==> config.mk <==
export PLATFORM = sky130hd
export DESIGN_NAME = anton_neopixel_stream_unit
export DESIGN_NICKNAME = d
export VERILOG_FILES = /design/src/rtl/anton_neopixel_stream_unit_pkg.sv /design/src/rtl/anton_neopixel_bit_timer.sv /design/src/rtl/anton_neopixel_stream_unit.sv
export SDC_FILE = /design/constraint.sdc
export NUM_CORES = 1
export LEC_CHECK = 0
export CAP_MARGIN = 20
export CORE_MARGIN = 4
export CORE_UTILIZATION = 31
export CTS_BUF_LIST = sky130_fd_sc_hd__clkbuf_2 sky130_fd_sc_hd__clkbuf_4 sky130_fd_sc_hd__clkbuf_8
export DETAILED_ROUTE_END_ITERATION = 10
export PLACE_DENSITY = 0.92
export SYNTH_ARGS = -nofsm -noshare
export SYNTH_HDL_FRONTEND = slang
export SYNTH_HIERARCHICAL = 1
export SYNTH_SLANG_ARGS = --single-unit
==> constraint.sdc <==
create_clock -name clk7mhz -period 2.9 [get_ports clk7mhz]
set_clock_uncertainty 0.15 [all_clocks]
set_input_delay 0.58 -clock clk7mhz [delete_from_list [all_inputs] [get_ports clk7mhz]]
set_output_delay 0.58 -clock clk7mhz [all_outputs]
set_load 0.01 [all_outputs]
==> src/rtl/anton_neopixel_stream_unit_pkg.sv <==
// Shared definitions for the NeoPixel stream unit: buffer sizing macros,
// latch-state encodings and the fixed bit-slot waveform timing.
`ifndef ANTON_NEOPIXEL_STREAM_UNIT_DEFS
`define ANTON_NEOPIXEL_STREAM_UNIT_DEFS
`define CLOG2(x) $clog2(x)
`define BUFFER_END_DEFAULT 255
`endif

package anton_neopixel_stream_unit_pkg;

    typedef enum logic {
        ENUM_STATE_TRANSMIT = 1'b0,
        ENUM_STATE_RESET    = 1'b1
    } stream_state_e;

    // One bit slot is 8 ticks of the 7 MHz clock (~1.14 us).
    localparam logic [2:0] PATTERN_LAST   = 3'd7;
    // Last high tick of the slot: 0-4 for a one (~714 ns), 0-1 for a zero (~286 ns).
    localparam logic [2:0] ONE_HIGH_LAST  = 3'd4;
    localparam logic [2:0] ZERO_HIGH_LAST = 3'd1;

    localparam logic [4:0] BIT_LAST_32 = 5'd23;
    localparam logic [4:0] BIT_LAST_8  = 5'd7;

endpackage

==> src/rtl/anton_neopixel_bit_timer.sv <==
// Bit-slot tick counter for the NeoPixel stream: counts 0-7 while streaming
// and raises the end-of-slot and end-of-pixel pulses.
module anton_neopixel_bit_timer
    import anton_neopixel_stream_unit_pkg::*;
(
    input  logic       clk7mhz,
    input  logic       rst,
    input  logic       reg_ctrl_init,
    input  logic       reg_ctrl_run,
    input  logic       reg_ctrl_32bit,
    input  logic       state,
    input  logic [4:0] pixel_bit_index,
    output logic [2:0] bit_pattern_index,
    output logic       stream_output,
    output logic       stream_reset,
    output logic       stream_pattern_of,
    output logic       stream_bit_of
);

    logic [2:0] count_reg;
    logic [2:0] count_next;
    logic [4:0] bit_last;

    assign stream_output = reg_ctrl_run && (state == ENUM_STATE_TRANSMIT);
    assign stream_reset  = reg_ctrl_run && (state == ENUM_STATE_RESET);

    // Leaving the transmit state mid-slot drops the counter back to 0, aborting the slot.
    always_comb begin
        count_next = 3'd0;
        if (!reg_ctrl_init && stream_output) begin
            count_next = count_reg + 3'd1;
        end
    end

    always_ff @(posedge clk7mhz or posedge rst) begin
        if (rst) begin
            count_reg <= 3'd0;
        end else begin
            count_reg <= count_next;
        end
    end

    assign bit_last          = reg_ctrl_32bit ? BIT_LAST_32 : BIT_LAST_8;
    assign bit_pattern_index = count_reg;
    assign stream_pattern_of = stream_output && (count_reg == PATTERN_LAST);
    assign stream_bit_of     = stream_pattern_of && (pixel_bit_index == bit_last);

endmodule

==> src/rtl/anton_neopixel_stream_unit.sv <==
// NeoPixel serialiser: picks the current bit out of the pixel buffer and
// shapes it into the 8-tick high/low waveform on neoData.
module anton_neopixel_stream_unit
    import anton_neopixel_stream_unit_pkg::*;
#(
    parameter int BUFFER_END  = `BUFFER_END_DEFAULT,
    localparam int BUFFER_BITS = `CLOG2(BUFFER_END + 1)
) (
    input  logic                   clk7mhz,
    input  logic                   rst,
    input  logic                   reg_ctrl_init,
    input  logic                   reg_ctrl_run,
    input  logic                   reg_ctrl_32bit,
    input  logic                   state,
    input  logic [BUFFER_BITS-1:0] pixel_index,
    input  logic [4:0]             pixel_bit_index,
    output logic [BUFFER_BITS-1:0] buf_addr,
    input  logic [7:0]             buf_data,
    output logic                   neoData,
    output logic [2:0]             bit_pattern_index_out,
    output logic                   stream_output,
    output logic                   stream_reset,
    output logic                   stream_pattern_of,
    output logic                   stream_bit_of
);

    logic [BUFFER_BITS-1:0] byte_offset;
    logic                   bit_value;
    logic [2:0]             high_last;

    anton_neopixel_bit_timer u_bit_timer (
        .clk7mhz           (clk7mhz),
        .rst               (rst),
        .reg_ctrl_init     (reg_ctrl_init),
        .reg_ctrl_run      (reg_ctrl_run),
        .reg_ctrl_32bit    (reg_ctrl_32bit),
        .state             (state),
        .pixel_bit_index   (pixel_bit_index),
        .bit_pattern_index (bit_pattern_index_out),
        .stream_output     (stream_output),
        .stream_reset      (stream_reset),
        .stream_pattern_of (stream_pattern_of),
        .stream_bit_of     (stream_bit_of)
    );

    // In 32-bit mode bits 4:3 of the bit index select byte 0..2 of the slot;
    // the sum wraps at the buffer address width.
    assign byte_offset = reg_ctrl_32bit ? BUFFER_BITS'(pixel_bit_index[4:3]) : '0;
    assign buf_addr    = pixel_index + byte_offset;

    // Bytes go out MSB first.
    assign bit_value = buf_data[3'd7 - pixel_bit_index[2:0]];
    assign high_last = bit_value ? ONE_HIGH_LAST : ZERO_HIGH_LAST;
    assign neoData   = stream_output && (bit_pattern_index_out <= high_last);

endmodule

==> flow_summary.ini, run 1 <==
[sta]
fmax_ghz = 0.355
min_period_over_period_pct = 97.1
final-setup-viol-count = 0
hold_viol = 0
slew_headroom_pct = 87.3
hold-worst-slack_ns = 0.347
finalCriticalPeriod_ns = 2.82
tightest_slew_ns = 0.186
report.final.slew_viol_count = 0

[pwr]
power_density_nw_per_um2 = 250
power_mw = 0.242
vdd_drop_max_mv = 0.304
p_leak_nw = 0.491

[place]
dp_hpwl_um = 1430
placed_area_sq_um = 976
routabilityCongestion = 0.666
io_buffers = 42
numPlacedInstances = 116

[logic_synthesis]
ys_ff_latch = 3
synth.distinct_cells = 22
synth_nets = 84
synth_area_sq_um = 469
syn_inst = 50
synth_warnings = 6
syn_area_per_cell_sq_um = 9.38
yosysSeqAreaShare_pct = 16.0

[global_route]
grt.busiest_layer = met2
grt_start_max_net_pins = 5
overflow = 0
met3_usage_pct = 7.28
antenna_found_initial = 0
grt_pass1_vias = 504
grt_first_pass_wirelength_um = 2270
met2_usage_pct = 27.1
grt_use_met1_pct = 15.1
grt_usage_pct = 14.8

[layout]
largest_reg_flops = 3
area_delta_synth_final_pct = 106
fill_cells = 107
fin_area_sq_um = 968
fin_cells = 121
layout.nets = 141
insertedDiodeCount = 0
drive_gt1_share_pct = 38.7

[clock_network]
cts_tree = built
root_buffer = clkbuf_4
clockBufferDepth = 2
holdBufCountCts = 0
cts.clk_slew.worst_paths_ns = 0.04
ctsHtreeMaxLevel = 1
clock-sinks = 3
clk_latency_ns = 0.23
cts_made_buffers = 3

[worst_setup_path]
worst-setup-path-type = primary input to output pin
critPathSlowestCell = mux4_2
path_buf_inv = 2
cp.arrival_ns = 2.09
crit_chain = buf_6, mux4_2, mux2i_4, ha_1, nand2_1, a21oi_2, o21a_1, buf_2
required_ns = 2.17
path_max_fanout = 3
endpoint_kind = output pin
startpoint_type = primary input
slowest_delay_ns = 0.52
cp_top_family = multiplexers

[route]
num_vias = 553
drc = 0
postRouteAntennaNets = 0
first_pass_iters = 2
route.detailed.wl_per_inst_um = 13.3
routed_via_density = 4.57
drtIter0Drc = 5
routed_wl_um = 1610

[worst_hold_path]
min_path_type = flop to flop

[floorplanning]
fp.dieW_um = 46.9
die_area_sq_um = 2200
die_h_um = 46.9
start_util_pct = 34.3
io-pin-count = 43
fp-row-count = 13
coreArea_sq_um = 1370

[outcome]
status = finished clean

[run]
max-cap-violations = 0
stage by stage:
stage                     TNS (ns)  setup WS [ns]  util, %
final                            0         0.0849     70.9
after global routing      -0.00899       -0.00899     70.9
after floorplan                  0          0.308        -
after CTS                        0        0.00175     71.9
after global placement       -3.45         -0.730     71.4
after detailed placement     -3.76         -0.775     71.4
worst reg2reg max path: cells and delay by family (launching register included):
kind	cells	cell delay, ns
fa+ha+maj	2	0.48
simple gates	1	0.14
flops	1	0.41
kinds of logic (layout without fill, tap and decap cells):
kind of cell             Yosys count  count (layout)  synth area share [%]
AO/OA/AOI/OAI                      3               3                  4.27
flip-flops                         3               3                  16.0
buffers and inverters              6              62                  4.80
AND/OR/NAND/NOR                   21              21                  28.3
XOR/XNOR                           7               7                  13.1
adder cells (fa/ha/maj)            7               7                  20.3
multiplexers                       3               3                  13.3
final timing paths:
path / startpoint / endpoint / slack (ns) / depth (start not counted)
min: u_bit_timer/bit_pattern_index[0] / u_bit_timer/bit_pattern_index[0] / 0.35 / 1
min in group asynchronous: rst / u_bit_timer/bit_pattern_index[2] / 0.37 / 2
max: pixel_bit_index[0] / neoData / 0.08 / 8
max in group asynchronous: rst / u_bit_timer/bit_pattern_index[0] / 2.10 / 2
max reg2reg: u_bit_timer/bit_pattern_index[0] / u_bit_timer/bit_pattern_index[2] / 1.62 / 3
min reg2reg: u_bit_timer/bit_pattern_index[0] / u_bit_timer/bit_pattern_index[0] / 0.35 / 1
Yosys cell counts, drive strengths merged:
library cell	n	area, sq um
a21o	1	7.51
a21oi	1	5.00
and2	4	26.3
and2b	1	8.76
and3	2	12.5
and3b	1	8.76
and4b	1	10.0
dfrtp	3	75.1
fa	1	20.0
ha	6	75.1
inv	6	22.5
mux2i	1	10.0
mux4	2	52.6
nand2	5	18.8
nand2b	1	6.26
nand4	2	12.5
nor2	1	3.75
nor2b	2	12.5
nor3b	1	12.5
o21a	1	7.51
xnor2	7	61.3
power breakdown:
part | internal (mW) | switching [mW]
combinational | 0.0701 | 0.0449
clock | 0.0609 | 0.0222
sequential | 0.0428 | 0.000803
total | 0.174 | 0.0679
what timing repair did:
action / in CTS / in global routing
resized for setup: 45 / 23
gates cloned: 0 / 0
setup buffers: 1 / 0
pin swaps: 9 / 4
setup endpoints to repair: 8 / 4
cell usage in the layout (no fill, tap or decap), types with 2 or more instances in the layout:
master           netlist  final
mux4_2                 0      2
clkbuf_4               0      4
ha_1                   6      4
and3_1                 2      2
clkbuf_2               0     11
xnor2_1                7      7
nand4_1                2      2
dfrtp_1                3      3
inv_1                  6      5
nand2_1                5      5
dlygate4sd2_1          0      6
buf_2                  0      3
and2_1                 3      3
clkdlybuf4s50_1        0     20
buf_4                  0     10
area by class of cell:
type                            count  area (sq um)  area share, %
Timing Repair Buffer               52           422           43.5
Multi-Input combinational cell     41           400           41.3
Clock buffer                        4          30.0           3.10
Sequential cell                     3          75.1           7.75
Inverter                            6          22.5           2.33
Tap cell                           15          18.8           1.94
per-layer routing:
| metal | vias up | share of wire [%] |
|---|---|---|
| met1 | 253 | 36 |
| met2 | 14 | 57 |
| met3 | 2 | 6.0 |
| met4 | 0 | 1.6 |
| met5 | - | 0 |
| li1 | 284 | - |
No activity file was read; power rests on OpenSTA's default activity.
==> inputs of run 2 (changes only) <==
CTS_CLUSTER_SIZE = 25   (was not set)
PLACE_DENSITY = 0.9   (was 0.92)
==> run 2 against run 1 <==
Highest routed layer unchanged. Combinational power hardly changed. Fmax decreased by 0.36%. Register-to-register slack about the same. Wire length increased by 6.8%.
==> flow_summary.ini, run 2 (synthesized netlist as in run 1, its figures left out) <==
[sta]
finalCriticalPeriod_ns = 2.83
rsz0062_at_grt = no
setup-tns-final_ns = 0
tightest_slew_ns = 0.199
hold_viol = 0
final-setup-viol-count = 0
setup_ws_ns = 0.0746
slew_headroom_pct = 86.4
min_period_over_period_pct = 97.4
hold-worst-slack_ns = 0.350
fmax_ghz = 0.354
report.final.slew_viol_count = 0

[clock_network]
cts_setup_buffers = 0
clock-sinks = 3
root_buffer = clkbuf_4
cts_tree = built
clk_latency_ns = 0.23
clockBufferDepth = 2
ctsHtreeMaxLevel = 1
holdBufCountCts = 0
cts_made_buffers = 3
cts.clk_slew.worst_paths_ns = 0.04

[route]
drtIter0Drc = 0
routed_wl_um = 1720
first_pass_iters = 1
route.detailed.wl_per_inst_um = 14.3
routed_via_density = 4.73
drc = 0
num_vias = 568
postRouteAntennaNets = 0

[worst_setup_path]
cp_top_family = buffers and inverters
r2r_start = u_bit_timer/bit_pattern_index[0]
worst-setup-path-type = primary input to output pin
worstRegToRegCells = 3
required_ns = 2.17
path_max_fanout = 2
cp.arrival_ns = 2.10
endpoint_kind = output pin
worst_r2r_endpoint = u_bit_timer/bit_pattern_index[2]
crit_chain = clkdlybuf4s50_1, nand2_1, fa_2, nor2b_2, nand2_1, xnor2_1, buf_2
r2r_setup_slack_ns = 1.61
critPathSlowestCell = clkdlybuf4s50_1
startpoint_type = primary input
slowest_delay_ns = 0.47
cpMostUsedCell = nand2_1
path_buf_inv = 2

[pwr]
power_density_nw_per_um2 = 247
power.internal_mw = 0.174
pwr-share-seq_pct = 18.2
p_sw_share_pct = 27.6
p_leak_nw = 0.488
combPwrFrac_pct = 48.2
pwr-share-clk_pct = 33.6
p_switching_mw = 0.0663
vdd_drop_max_mv = 0.206

[worst_hold_path]
holdPathEnd = u_bit_timer/bit_pattern_index[0]
hold_path.startpoint = u_bit_timer/bit_pattern_index[0]
holdPathStages = 1
min_path_type = flop to flop

[layout]
area_delta_synth_final_pct = 107
fin_area_sq_um = 970
layout.nets = 140
fill_cells = 112
drive_gt1_share_pct = 37.1
final_common_cell = clkdlybuf4s50_1
layout.cells.most_common_list = clkdlybuf4s50_1, clkbuf_2, buf_4
largest_reg_flops = 3
seqCellArea_sq_um = 75.1
multiInputGateArea_sq_um = 409
insertedDiodeCount = 0

[outcome]
status = finished clean

[place]
dp_hpwl_um = 1520
io_buffers = 42
placed_area_sq_um = 976
routabilityCongestion = 0.681
pre_cts_ws_ns = -0.863

[floorplanning]
io-pin-count = 43
coreArea_sq_um = 1370
die_h_um = 46.9
fp-row-count = 13
die_area_sq_um = 2200
start_util_pct = 34.3
fp.dieW_um = 46.9

[global_route]
grt_first_pass_wirelength_um = 2500
antenna_found_initial = 0
grt_usage_pct = 16.5
overflow = 0
grt_pass1_vias = 596
grt_start_max_net_pins = 5

[run]
max-cap-violations = 0
==> run 2: cell types whose count changed in the layout (fill, tap and decap cells not counted) <==
cell     previous run  this run
a21oi_1             0         1
a21oi_2             1         0
and2_1              3         2
and2_4              0         1
buf_4              10         9
ha_2                1         0
ha_4                1         2
inv_1               5         6
inv_2               1         0
==> run 2: through the flow <==
step,util [%],instances,power [mW]
floorplan,-,50,0.0862
global placement,71.4,116,0.162
detailed placement,71.4,116,0.167
CTS,73.9,120,0.247
global route,71.0,120,0.260
finish,71.0,120,0.240
==> run 2: area by class of cell <==
| cell class | instances | share of cell area, % |
|---|---|---|
| tap | 15 | 1.94 |
| multi-input combinational | 41 | 42.2 |
| inverter | 6 | 2.32 |
| timing repair buffer | 51 | 42.7 |
| sequential | 3 | 7.74 |
| clock buffer | 4 | 3.10 |
==> run 2: power groups by stage <==
stage                     clock network (mW)  logic [mW]  registers [mW]
after CTS                             0.0833       0.120          0.0436
after global routing                  0.0903       0.126          0.0437
after floorplan                            0      0.0419          0.0443
final                                 0.0806       0.116          0.0436
after global placement                     0       0.118          0.0440
after detailed placement                   0       0.123          0.0441
==> run 2: what timing repair did <==
action	in CTS	in global routing
pin swaps	8	4
resized for setup	49	19
setup endpoints to repair	8	4
==> run 2: per-layer routing <==
metal / vias up / part of all wire, % / track usage (%)
met2: 19 / 58 / 31.4
met5: - / 0 / 0
li1: 281 / - / -
met3: 8 / 6.4 / 5.36
met4: 0 / 4.7 / 9.39
met1: 260 / 31 / 14.9
==> run 2: worst max-delay path by stage <==
stage	start	slack, ns	end	cells after the start
floorplan	pixel_bit_index[0]	0.31	neoData	6
global placement	pixel_bit_index[0]	-0.74	neoData	8
detailed placement	pixel_bit_index[0]	-0.86	neoData	8
CTS	buf_data[6]	0.000003	neoData	8
global route	pixel_bit_index[0]	0.01	neoData	8
finish	pixel_bit_index[4]	0.07	buf_addr[6]	7
==> inputs of run 3 (changes only) <==
CORE_UTILIZATION = 30   (was 31)
CTS_BUF_LIST = not set   (was sky130_fd_sc_hd__clkbuf_2 sky130_fd_sc_hd__clkbuf_4 sky130_fd_sc_hd__clkbuf_8)
PLACE_DENSITY = 0.88   (was 0.9)
==> run 3 against run 2 <==
Flip-flop and latch count did not move. Critical path depth rose by 1. Critical endpoint is now buf_addr[5]. Global-route usage fell by 0.76 points. Wire length did not move. Fmax fell by 0.30%. Core utilization fell by 7.3 points. Combinational power barely moved. Critical path type unchanged. Cell area fell by 2.2%. Largest cell class unchanged. Worst hold slack got worse by 0.0039 ns. Count of clock-buffer cells in the layout did not move.
==> flow_summary.ini, run 3 (synthesized netlist as in run 1, its figures left out) <==
[floorplanning]
fp-row-count = 14
start_util_pct = 31.5
fp.dieW_um = 47.5
die_h_um = 47.5
io-pin-count = 43
die_area_sq_um = 2260
coreArea_sq_um = 1490

[worst_setup_path]
crit_start = pixel_bit_index[4]
critPathSlowestCell = clkdlybuf4s50_1
worstRegToRegCells = 3
worst_r2r_endpoint = u_bit_timer/bit_pattern_index[2]
cp.arrival_ns = 2.10
cp_top_family = buffers and inverters
r2r_start = u_bit_timer/bit_pattern_index[0]
path_max_fanout = 3
path_buf_inv = 3
endpoint = buf_addr[5]
crit_chain = clkdlybuf4s50_1, nand2_2, inv_1, ha_1, a21o_1, nand4_1, xnor2_1, clkdlybuf4s15_2
endpoint_kind = output pin
startpoint_type = primary input
slowest_delay_ns = 0.44
worst-setup-path-type = primary input to output pin
r2r_setup_slack_ns = 1.63
required_ns = 2.17
cp.depth = 8

[pwr]
p_switching_mw = 0.0685
p_leak_nw = 0.474
pwr-share-clk_pct = 32.6
p_sw_share_pct = 29.6
vdd_drop_max_mv = 0.149
combPwrFrac_pct = 48.6
power_density_nw_per_um2 = 244
power_mw = 0.232
power.internal_mw = 0.163
pwr-share-seq_pct = 18.8

[layout]
fill_cells = 126
layout.nets = 140
drive_gt1_share_pct = 36.2
layout.cells.most_common_list = clkdlybuf4s50_1, clkbuf_2, buf_4
fin_cells = 121
area_delta_synth_final_pct = 102
final_common_cell = clkdlybuf4s50_1
largest_reg_flops = 3
insertedDiodeCount = 0

[run]
max-cap-violations = 0

[sta]
min_period_over_period_pct = 97.7
tightest_slew_ns = 0.193
finalCriticalPeriod_ns = 2.83
hold_viol = 0
report.final.slew_viol_count = 0
setup-tns-final_ns = 0
rsz0062_at_grt = yes
final-setup-viol-count = 0
slew_headroom_pct = 86.9
setup_ws_ns = 0.0663
fmax_ghz = 0.353

[global_route]
grt_pass1_vias = 563
grt_usage_pct = 15.7
grt_first_pass_wirelength_um = 2370
overflow = 0
antenna_found_initial = 0
grt_start_max_net_pins = 5

[route]
routed_via_density = 4.66
routed_wl_um = 1720
first_pass_iters = 4
drc = 0
drtIter0Drc = 7
route.detailed.wl_per_inst_um = 14.2
postRouteAntennaNets = 0
num_vias = 564

[place]
io_buffers = 42
pre_cts_ws_ns = -0.808
numPlacedInstances = 116
routabilityCongestion = 0.665
dp_hpwl_um = 1530

[clock_network]
clockBufferDepth = 2
cts_tree = built
clock-sinks = 3
holdBufCountCts = 0
root_buffer = clkbuf_4
clk_latency_ns = 0.24
ctsHtreeMaxLevel = 1
cts.clk_slew.worst_paths_ns = 0.04
cts_made_buffers = 3

[worst_hold_path]
min_path_type = flop to flop

[outcome]
status = finished clean
[run 3: cell types whose count changed in the layout (fill, tap and decap cells not counted), sizes merged]
cell / change
clkbuf: -2
clkdlybuf4s15: +2
clkdlybuf4s50: +1
dlymetal6s2s: -1
[run 3: worst reg2reg max path, stage by stage, from the launching register on]
cell and delay [ns]:
dfrtp_1 0.40, ha_1 0.21, ha_1 0.26, and2_1 0.13
[run 3: worst min path at each step]
stage	endpoint	from	cells past startpoint	slack [ns]
floorplan	u_bit_timer/bit_pattern_index[0]	rst	1	0.18
global placement	u_bit_timer/bit_pattern_index[0]	u_bit_timer/bit_pattern_index[0]	1	0.33
detailed placement	u_bit_timer/bit_pattern_index[0]	u_bit_timer/bit_pattern_index[0]	1	0.34
CTS	u_bit_timer/bit_pattern_index[0]	u_bit_timer/bit_pattern_index[0]	1	0.35
global route	u_bit_timer/bit_pattern_index[1]	rst	2	0.38
finish	u_bit_timer/bit_pattern_index[0]	u_bit_timer/bit_pattern_index[0]	1	0.35
[run 3: routing by layer]
layer | up-vias | routed length [um] | global-route usage (%)
met2 | 12 | 1090 | 32.1
li1 | 281 | - | -
met5 | - | 0 | 0
met1 | 269 | 540 | 14.6
met3 | 2 | 72 | 3.38
met4 | 0 | 14 | 6.45
[run 3: power groups by stage]
stage          clock network [mW]  registers [mW]  logic [mW]
6_report                   0.0755          0.0436       0.113
2_1_floorplan                   0          0.0443      0.0419
5_1_grt                    0.0821          0.0438       0.123
3_3_place_gp                    0          0.0441       0.117
4_1_cts                    0.0751          0.0436       0.115
3_5_place_dp                    0          0.0441       0.122
[run 3: timing repair]
| item | 4_1_cts | 5_1_grt |
|---|---|---|
| endpoints found under the setup margin | 8 | 5 |
| pin swaps | 9 | 8 |
| gates cloned | 0 | 0 |
| setup buffers | 1 | 0 |
| endpoints found under the hold margin | 0 | 0 |
| resized for setup | 52 | 13 |
[run 3: final cells by class]
class,count,area [sq um],area share (%)
Timing Repair Buffer,51,423,44.6
Inverter,6,22.5,2.37
Multi-Input combinational cell,41,382,40.2
Clock buffer,4,26.3,2.77
Tap cell,16,20.0,2.11
Sequential cell,3,75.1,7.92
[run 3: per-stage QoR]
| stage | utilization, % | hold WS [ns] | instance area, sq um |
|---|---|---|---|
| floorplan | - | 0.184 | 469 |
| global route | 63.7 | 0.382 | 948 |
| global placement | 65.1 | 0.329 | 970 |
| detailed placement | 65.1 | 0.345 | 970 |
| finish | 63.7 | 0.346 | 948 |
| CTS | 65.9 | 0.351 | 981 |
